`config.mk`:
```
export PLATFORM = sky130hd
export DESIGN_NAME = joypad_ctrl_flat
export DESIGN_NICKNAME = d
export VERILOG_FILES = /design/src/rtl/joypad_ctrl_pkg.sv /design/src/rtl/joypad_ctrl_if.sv /design/src/rtl/joypad_debounce_cell.sv /design/src/rtl/joypad_ctrl.sv /design/src/flat_wrapper.sv
export SDC_FILE = /design/constraint.sdc
export NUM_CORES = 1
export LEC_CHECK = 0
export ABC_AREA = 1
export BUFFER_PORTS_ARGS = -buffer_cell sky130_fd_sc_hd__buf_2
export CAP_MARGIN = 5
export CORE_MARGIN = 2
export CORE_UTILIZATION = 30
export CTS_CLUSTER_DIAMETER = 100
export DETAILED_ROUTE_END_ITERATION = 8
export HOLD_SLACK_MARGIN = 0.08
export PLACE_DENSITY = 0.45
export SLEW_MARGIN = 20
export SYNTH_ARGS = -nofsm -noshare
export SYNTH_HDL_FRONTEND = slang
export SYNTH_HIERARCHICAL = 1
export SYNTH_SLANG_ARGS = --single-unit
```
`constraint.sdc`:
```
create_clock -name Clock -period 1.2 [get_ports Clock]
set_clock_uncertainty 0.15 [all_clocks]
set_input_delay 0.12 -clock Clock [delete_from_list [all_inputs] [get_ports Clock]]
set_output_delay 0.12 -clock Clock [all_outputs]
set_load 0.02 [all_outputs]
```
`src/rtl/joypad_ctrl_pkg.sv`:
```
// Shared constants and helpers for the joypad controller.
// Latency: n/a (compile-time only).
// Backpressure: n/a.
package joypad_ctrl_pkg;

  // Default geometry: a direction group and an action group of four lines each.
  localparam int DEFAULT_NUM_GROUPS      = 2;
  localparam int DEFAULT_LINES_PER_GROUP = 4;

  // Button lines are active-low.
  localparam logic PRESSED  = 1'b0;
  localparam logic RELEASED = 1'b1;

  // Counter width for a count range of 0..value-1, never narrower than one bit.
  function automatic int clog2_min1(input int value);
    int w;
    w = $clog2(value);
    return (w < 1) ? 1 : w;
  endfunction

endpackage

```
`src/rtl/joypad_ctrl_if.sv`:
```
// Button pins, CPU select/ack strobes and the P1-style read/irq outputs.
// Latency: n/a (wiring only).
// Backpressure: none; every signal is level or single-cycle strobe.
interface joypad_ctrl_if #(
  parameter int NUM_GROUPS      = joypad_ctrl_pkg::DEFAULT_NUM_GROUPS,
  parameter int LINES_PER_GROUP = joypad_ctrl_pkg::DEFAULT_LINES_PER_GROUP
);
  logic [NUM_GROUPS*LINES_PER_GROUP-1:0] iButtons;
  logic                                  iSelectWe;
  logic [NUM_GROUPS-1:0]                 iSelect;
  logic                                  iIrqAck;
  logic [NUM_GROUPS+LINES_PER_GROUP-1:0] oP;
  logic                                  oIrq;

  // Board/CPU side drives pins and strobes and observes the read value.
  modport master (
    output iButtons, iSelectWe, iSelect, iIrqAck,
    input  oP, oIrq
  );

  // Controller side.
  modport slave (
    input  iButtons, iSelectWe, iSelect, iIrqAck,
    output oP, oIrq
  );
endinterface

```
`src/rtl/joypad_debounce_cell.sv`:
```
// One button: synchroniser chain, stability counter and accepted-level flop.
// Latency: a held raw change reaches stable after SYNC_STAGES+DEBOUNCE_CYCLES edges.
// Backpressure: none; the raw pin is sampled every cycle.
module joypad_debounce_cell
  import joypad_ctrl_pkg::*;
#(
  parameter int SYNC_STAGES     = 2,
  parameter int DEBOUNCE_CYCLES = 16
) (
  input  logic Clock,
  input  logic Reset,
  input  logic raw_n,
  output logic stable
);

  localparam int             CW       = clog2_min1(DEBOUNCE_CYCLES);
  localparam logic [CW-1:0]  CNT_LAST = CW'(DEBOUNCE_CYCLES - 1);

  logic [SYNC_STAGES-1:0] sync_q, sync_d;
  logic [CW-1:0]          cnt_q, cnt_d;
  logic                   stable_q, stable_d;
  logic                   s;

  // Shift the asynchronous pin through the synchroniser chain.
  always_comb begin
    sync_d = {sync_q[SYNC_STAGES-2:0], raw_n};
  end

  assign s = sync_q[SYNC_STAGES-1];

  // Accept a new level only after it has differed from the stable one for a
  // full run of consecutive cycles; any return to the stable level restarts.
  always_comb begin
    stable_d = stable_q;
    cnt_d    = cnt_q;
    if (s == stable_q) begin
      cnt_d = '0;
    end else if (cnt_q == CNT_LAST) begin
      stable_d = s;
      cnt_d    = '0;
    end else begin
      cnt_d = cnt_q + CW'(1);
    end
  end

  // State registers; reset looks like a released button with no partial count.
  always_ff @(posedge Clock or posedge Reset) begin
    if (Reset) begin
      sync_q   <= {SYNC_STAGES{RELEASED}};
      cnt_q    <= '0;
      stable_q <= RELEASED;
    end else begin
      sync_q   <= sync_d;
      cnt_q    <= cnt_d;
      stable_q <= stable_d;
    end
  end

  assign stable = stable_q;

endmodule

```
`src/rtl/joypad_ctrl.sv`:
```
// Joypad controller: debounced buttons muxed by active-low group selects, sticky irq.
// Latency: pin->oP SYNC_STAGES+DEBOUNCE_CYCLES edges; select->oP same edge; oIrq one edge after oP falls.
// Backpressure: none; select writes and acks take effect on the edge they are presented.
module joypad_ctrl
  import joypad_ctrl_pkg::*;
#(
  parameter int NUM_GROUPS      = DEFAULT_NUM_GROUPS,
  parameter int LINES_PER_GROUP = DEFAULT_LINES_PER_GROUP,
  parameter int DEBOUNCE_CYCLES = 16,
  parameter int SYNC_STAGES     = 2
) (
  input  logic          Clock,
  input  logic          Reset,
  joypad_ctrl_if.slave  bus
);

  localparam int NB = NUM_GROUPS * LINES_PER_GROUP;

  logic [NB-1:0]              stable;
  logic [NUM_GROUPS-1:0]      sel_q, sel_d;
  logic [LINES_PER_GROUP-1:0] prev_q, prev_d;
  logic                       irq_q, irq_d;
  logic [LINES_PER_GROUP-1:0] line;
  logic                       fall;

  for (genvar i = 0; i < NB; i++) begin : g_cell
    joypad_debounce_cell #(
      .SYNC_STAGES     (SYNC_STAGES),
      .DEBOUNCE_CYCLES (DEBOUNCE_CYCLES)
    ) u_cell (
      .Clock  (Clock),
      .Reset  (Reset),
      .raw_n  (bus.iButtons[i]),
      .stable (stable[i])
    );
  end

  // Wire-AND the enabled groups line by line; a group is enabled when its select bit is 0.
  always_comb begin
    line = {LINES_PER_GROUP{RELEASED}};
    for (int g = 0; g < NUM_GROUPS; g++) begin
      if (sel_q[g] == 1'b0) begin
        for (int j = 0; j < LINES_PER_GROUP; j++) begin
          line[j] = line[j] & stable[g*LINES_PER_GROUP + j];
        end
      end
    end
  end

  // Select load, falling-line detect and sticky irq; a new fall beats a same-cycle ack.
  always_comb begin
    sel_d  = bus.iSelectWe ? bus.iSelect : sel_q;
    prev_d = line;
    fall   = |(prev_q & ~line);
    irq_d  = fall | (irq_q & ~bus.iIrqAck);
  end

  // Control registers.
  always_ff @(posedge Clock or posedge Reset) begin
    if (Reset) begin
      sel_q  <= '1;
      prev_q <= {LINES_PER_GROUP{RELEASED}};
      irq_q  <= 1'b0;
    end else begin
      sel_q  <= sel_d;
      prev_q <= prev_d;
      irq_q  <= irq_d;
    end
  end

  assign bus.oP   = {sel_q, line};
  assign bus.oIrq = irq_q;

endmodule

```
`src/flat_wrapper.sv`:
```
// flat-port wrapper written by rule: the top's interface ports become plain ports
module joypad_ctrl_flat import joypad_ctrl_pkg::*;
#(
  parameter int NUM_GROUPS      = DEFAULT_NUM_GROUPS,
  parameter int LINES_PER_GROUP = DEFAULT_LINES_PER_GROUP,
  parameter int DEBOUNCE_CYCLES = 16,
  parameter int SYNC_STAGES     = 2
)
  (Clock, Reset, bus_iButtons, bus_iSelectWe, bus_iSelect, bus_iIrqAck, bus_oP, bus_oIrq);
  joypad_ctrl_if #(.NUM_GROUPS(NUM_GROUPS), .LINES_PER_GROUP(LINES_PER_GROUP)) bus_i ();
  input  logic Clock;
  input  logic Reset;
  input wire logic [$bits(bus_i.iButtons)-1:0] bus_iButtons;
  input wire logic [$bits(bus_i.iSelectWe)-1:0] bus_iSelectWe;
  input wire logic [$bits(bus_i.iSelect)-1:0] bus_iSelect;
  input wire logic [$bits(bus_i.iIrqAck)-1:0] bus_iIrqAck;
  output wire logic [$bits(bus_i.oP)-1:0] bus_oP;
  output wire logic [$bits(bus_i.oIrq)-1:0] bus_oIrq;
  assign bus_i.iButtons = bus_iButtons;
  assign bus_i.iSelectWe = bus_iSelectWe;
  assign bus_i.iSelect = bus_iSelect;
  assign bus_i.iIrqAck = bus_iIrqAck;
  assign bus_oP = bus_i.oP;
  assign bus_oIrq = bus_i.oIrq;
  joypad_ctrl #(.NUM_GROUPS(NUM_GROUPS), .LINES_PER_GROUP(LINES_PER_GROUP), .DEBOUNCE_CYCLES(DEBOUNCE_CYCLES), .SYNC_STAGES(SYNC_STAGES)) u_core (.Clock(Clock), .Reset(Reset), .bus(bus_i));
endmodule
```
==> reports/results.ini, run 1 <==
[outcome]
status=finished with violations
violations=setup timing

[cts]
clkTransAtPathRegs_ns=0.07
cts_buffer_depth=2
cts_tree=built
clk_latency_ns=0.33
numCtsBuffers=9
cts_max_level=3
cts_root_buf=clkbuf_8
cts_sinks=63

[floorplanning]
die_w_microns=96.7
die_h_microns=96.7
dieArea_sq_um=9360
coreArea_sq_um=8260
row_count=33
design.portCount=21
start_util=0.312

[routing]
dr.pass1.iters=4
ant_nets=0
viasPerCell=4.19
vias=1905
route.detailed.drc=0
wirelength_mm=4.63
drt_iter0_drc=51
wl_per_cell_microns=10.2

[global_routing]
antenna_found_initial=0
grt_overflow=0
grt_pass1_vias=1783
groute.usage.overall=0.107
grt_max_degree=11
grt_pass1_wl_mm=7.91

[logic_synthesis]
yosys.area.top_type_share=0.320
yosys_most_used_dff=dfrtp_1
postSynthCellCount=273
synth_area_leaders=dfrtp_1, dfstp_2, nand2_1
postSynth.asyncResetShare=1.00
synth_area_sq_um=2580
synth-seq-cells=63
avgSynthCellArea_sq_um=9.45
syn-num-nets=295
yosysWarnings=6
yosysUniqueCellTypes=12
synth_commonest_cells=nand2_1, inv_1, nor2_1, dfrtp_1, dfstp_2
synth_most_common_cell=nand2_1
synth_top_area_cell=dfrtp_1
seq_area_frac_synth=0.626
synth-edff-count=0

[cells_and_area]
final_nets=367
drive_gt1_frac=0.383
fillers=814
area_growth_syn_to_layout_pct=37.2
register_area_sq_um=1610
antenna_cells=0
final_util=0.429
multi_input_area_sq_um=922

[power]
switchingPower_mw=1.10
p_leak_nw=1.70
p_per_area_nw_per_um2=1320
seq_power_share=0.507
irDropWorstVdd_mv=0.709
switching_share=0.237
pwr-share-clk=0.377
combinationalPowerShare=0.115
p_int_mw=3.56

[place]
portBuffers=20
hpwl_mm=3.15
place_congestion=0.711

[critical_path]
cpMostUsedCell=nor2_2
required_ns=0.93
end_kind=output port
path_delay_family=flip-flops
crit_type=register to output port
path_buf_inv=1
cp_max_fo=5
slowest_stage=dfstp_2
critPathLaunchType=register
cpPeakStageDelay_ns=0.61
arrival_ns=1.32
crit_chain=nor2_2 -> nor2_2 -> buf_6

[sta]
setup_viol=9
tightest_slew_ns=0.289
fin_crit_sh=1.32
max_slew_margin=0.807
hold_viol=0
rsz0062_at_grt=true
setup_tns_ns=-2.36
fmax_mhz=630
fin_crit_ns=1.59
setup_slack_ns=-0.388
slew_violations=0

[min_path]
hp-class=primary input to asynchronous set/reset pin

[flow_run]
drv_cap=0

layer usage:
metal,vias to the layer above,routed length [microns],part of all wire,GRT usage
met5,-,0,0,0
met4,0,68,0.015,0.0488
met2,35,2030,0.44,0.153
met3,9,234,0.051,0.0426
li1,991,-,-,-
met1,870,2290,0.50,0.143
sequential cells by signal, summed over array words and instances, names as in the netlist:
signal	flops
u_core/bus.oIrq	1
u_core/prev_q	4
u_core/g_cell.u_cell/sync_q	16
u_core/sel_q	2
u_core/g_cell.u_cell/cnt_q	32
u_core/g_cell.u_cell/stable	8
per-stage QoR:
step	setup slack, ns	cell area [sq um]	total power, mW	std cells	hold slack (ns)
after global routing	-0.460	3540	4.95	455	0.210
after floorplan	-0.103	2600	2.63	273	-0.231
after CTS	-0.397	3360	4.68	449	0.207
final	-0.388	3540	4.66	455	0.205
after global placement	-0.0747	2960	2.80	415	0.0438
after detailed placement	-0.0915	2960	2.80	415	0.0428
cells by family after synthesis:
| group | synth area share |
|---|---|
| flops | 0.626 |
| buf+inv | 0.0713 |
| simple gates | 0.214 |
| xor+xnor | 0.0272 |
| fa+ha+maj | 0.0388 |
| compound gates | 0.0233 |
worst reg2reg max path: stages (launching register included):
cell	delay (ns)
dfstp_2	0.61
inv_2	0.06
nand2_2	0.06
nand2_2	0.06
buf_4	0.13
nand2_2	0.04
nand2_1	0.04
nor2_1	0.07
nand2_1	0.05
layout make-up:
type,instances,share of cell area
Clock buffer,12,0.0410
Sequential cell,63,0.456
Timing Repair Buffer,61,0.141
Tap cell,105,0.0371
Multi-Input combinational cell,161,0.260
Inverter,49,0.0519
Clock inverter,4,0.0127
power groups by stage:
stage / sequential, mW / clock (mW) / combinational [mW]
2_1_floorplan: 2.40 / 0 / 0.233
3_3_place_gp: 2.39 / 0 / 0.408
3_5_place_dp: 2.39 / 0 / 0.407
4_1_cts: 2.36 / 1.84 / 0.484
5_1_grt: 2.38 / 1.96 / 0.614
6_report: 2.36 / 1.76 / 0.538
layout by cell type (no fill, tap or decap), types with 11 or more instances in the layout:
master	netlist	layout
nand2_1	58	49
nand3_2	0	15
buf_6	0	11
dfrtp_1	33	33
inv_1	49	45
buf_2	0	13
nor2_1	42	33
buf_4	0	24
dfstp_2	30	30
dlygate4sd3_1	0	13
what timing repair did:
| item | CTS | global route |
|---|---|---|
| setup endpoints to repair | 7 | 32 |
| hold endpoints to repair | 74 | 0 |
| gates resized for setup | 16 | 39 |
| hold buffers | 13 | 0 |
| setup buffers | 5 | 6 |
| pin swaps | 1 | 13 |
final timing paths:
path	depth (start not counted)	start	slack (ns)	to
worst max-delay path	3	u_core/sel_q[1]$_DFFE_PP1P_	-0.39	bus_oP[0]
worst min register to register	0	u_core/g_cell[7].u_cell/sync_q[0]$_DFF_PP1_	0.21	u_core/g_cell[7].u_cell/sync_q[1]$_DFF_PP1_
worst min-delay path	3	Reset	0.21	u_core/g_cell[2].u_cell/cnt_q[1]$_DFF_PP0_
min in group Clock	0	u_core/g_cell[7].u_cell/sync_q[0]$_DFF_PP1_	0.21	u_core/g_cell[7].u_cell/sync_q[1]$_DFF_PP1_
worst max register to register	8	u_core/sel_q[1]$_DFFE_PP1P_	-0.18	u_core/bus.oIrq$_DFF_PP0_
max in group asynchronous	3	Reset	0.39	u_core/g_cell[0].u_cell/stable$_DFFE_PP1P_
Power figures use the tool's default switching activity.
==> run 2, diff against run 1 <==
--- a/config.mk
+++ b/config.mk
@@ -13,7 +13,6 @@
 export CTS_CLUSTER_DIAMETER = 100
 export DETAILED_ROUTE_END_ITERATION = 8
 export HOLD_SLACK_MARGIN = 0.08
-export PLACE_DENSITY = 0.45
 export SLEW_MARGIN = 20
 export SYNTH_ARGS = -nofsm -noshare
 export SYNTH_HDL_FRONTEND = slang
==> run 2 against run 1 <==
  * The run still ends with setup timing left
  * Combinational power decreased by 9.5%
  * Cell area decreased by 3.9%
  * Non-clock buffer count decreased by 10
  * Via count decreased by 0.31%
  * First-iteration DRC count decreased by 24%
  * Setup slack improved by 0.016 ns
  * Critical endpoint unchanged
==> reports/results.ini, run 2 (same netlist as run 1, synthesis figures left out) <==
[sta]
rsz0062_at_grt=true
setup_viol=7
max_slew_margin=0.815
setup_tns_ns=-2.08
fin_crit_sh=1.31
setup_slack_ns=-0.372
slew_violations=0
hold_viol=0
fmax_mhz=636
tightest_slew_ns=0.277
fin_crit_ns=1.57

[cells_and_area]
area_growth_syn_to_layout_pct=31.9
final_cell_mix=nand2_1, inv_1, nor2_1
drive_gt1_frac=0.341
final_nets=357
top_register=u_core/g_cell.u_cell/cnt_q
largest_reg_flops=32
antenna_cells=0
layout_commonest_cell=nand2_1

[place]
portBuffers=20
place_congestion=0.754
dp_slack_ns=-0.0758
hpwl_mm=3.26

[power]
p_int_mw=3.32
combinationalPowerShare=0.111
switchingPower_mw=1.07
irDropWorstVdd_mv=0.752
p_leak_nw=1.61
p_per_area_nw_per_um2=1290
seq_power_share=0.540
pwr-share-clk=0.349
switching_share=0.243

[floorplanning]
dieArea_sq_um=9360
start_util=0.312
design.portCount=21
row_count=33
die_h_microns=96.7
die_w_microns=96.7
coreArea_sq_um=8260

[critical_path]
critPathLaunchType=register
crit_type=register to output port
slowest_stage=dfstp_2
path_delay_family=flip-flops
rr_worst_depth=6
worstReg2RegEnd=u_core/bus.oIrq$_DFF_PP0_
cp_max_fo=5
cpPeakStageDelay_ns=0.60
rr_startpoint=u_core/sel_q[1]$_DFFE_PP1P_
r2r_slack_ns=-0.11
end_kind=output port
arrival_ns=1.30
crit_chain=nor2_1 -> nor2_2 -> buf_6
required_ns=0.93
path_buf_inv=1

[global_routing]
antenna_found_initial=0
grt_max_degree=11
groute.usage.overall=0.108
grt_pass1_vias=1931
grt_overflow=0
grt_pass1_wl_mm=8.13

[cts]
clk_latency_ns=0.34
numCtsBuffers=9
cts_root_buf=clkbuf_8
cts_max_level=3
cts_buffer_depth=2
clkTransAtPathRegs_ns=0.07
cts_tree=built
cts_sinks=63

[routing]
viasPerCell=4.27
route.detailed.drc=0
drt_iter0_drc=39
vias=1899
wirelength_mm=4.63
dr.pass1.iters=4
wl_per_cell_microns=10.4
ant_nets=0

[outcome]
status=finished with violations
violations=setup timing

[flow_run]
drv_cap=0

[min_path]
hp-class=primary input to asynchronous set/reset pin

==> run 2: worst max path at each step <==
stage                                      from                        end  slack (ns)  cells after the start
detailed placement  u_core/sel_q[1]$_DFFE_PP1P_                  bus_oP[3]       -0.08                      5
global route        u_core/sel_q[1]$_DFFE_PP1P_                  bus_oP[0]       -0.44                      3
finish              u_core/sel_q[1]$_DFFE_PP1P_                  bus_oP[0]       -0.37                      3
CTS                 u_core/sel_q[1]$_DFFE_PP1P_                  bus_oP[3]       -0.40                      5
global placement    u_core/sel_q[1]$_DFFE_PP1P_                  bus_oP[3]       -0.07                      5
floorplan           u_core/sel_q[1]$_DFFE_PP1P_  u_core/bus.oIrq$_DFF_PP0_       -0.10                      5
==> run 2: what timing repair did <==
item | CTS | global route
resized for setup | 16 | 30
setup endpoints to repair | 13 | 29
endpoints found under the hold margin | 74 | 0
pin swaps | 4 | 11
hold buffers | 13 | 0
setup buffers | 2 | 4
==> run 2: cell type report <==
cell class,count,area [sq um]
Fill cell,807,4850
Clock buffer,15,156
Clock inverter,1,5.00
Inverter,49,184
Sequential cell,63,1610
Tap cell,105,131
Multi-Input combinational cell,161,902
Timing Repair Buffer,51,410
==> run 2: worst reg2reg max path, stage by stage, from the launching register on <==
cell and delay [ns]:
dfstp_2 0.60, nor2_4 0.06, nor2_4 0.12, buf_6 0.11
nor2_2 0.03, nor2_1 0.07, nand2_1 0.06
==> run 2: power by group through the flow <==
| stage | registers, mW | logic, mW | clock network [mW] |
|---|---|---|---|
| after floorplan | 2.40 | 0.233 | 0 |
| after global placement | 2.39 | 0.385 | 0 |
| after detailed placement | 2.40 | 0.392 | 0 |
| after CTS | 2.36 | 0.458 | 1.57 |
| after global routing | 2.38 | 0.563 | 1.67 |
| final | 2.37 | 0.487 | 1.53 |
==> run 2: through the flow <==
stage / instance area (sq um) / instances / hold WS [ns] / util / power, mW
after floorplan: 2600 / 273 / -0.231 / - / 2.63
after global placement: 2930 / 411 / 0.0181 / 0.355 / 2.78
after CTS: 3290 / 442 / 0.202 / 0.398 / 4.39
final: 3400 / 445 / 0.195 / 0.412 / 4.38
after detailed placement: 2930 / 411 / 0.0189 / 0.355 / 2.79
after global routing: 3400 / 445 / 0.206 / 0.412 / 4.61
==> run 2: layer usage <==
layer  vias to the layer above  routed length (microns)  track usage
met5                         -                        0            0
met4                         0                      119       0.0661
met3                        11                      139       0.0282
met2                        27                     2240        0.174
met1                       895                     2130        0.130
li1                        966                        -            -
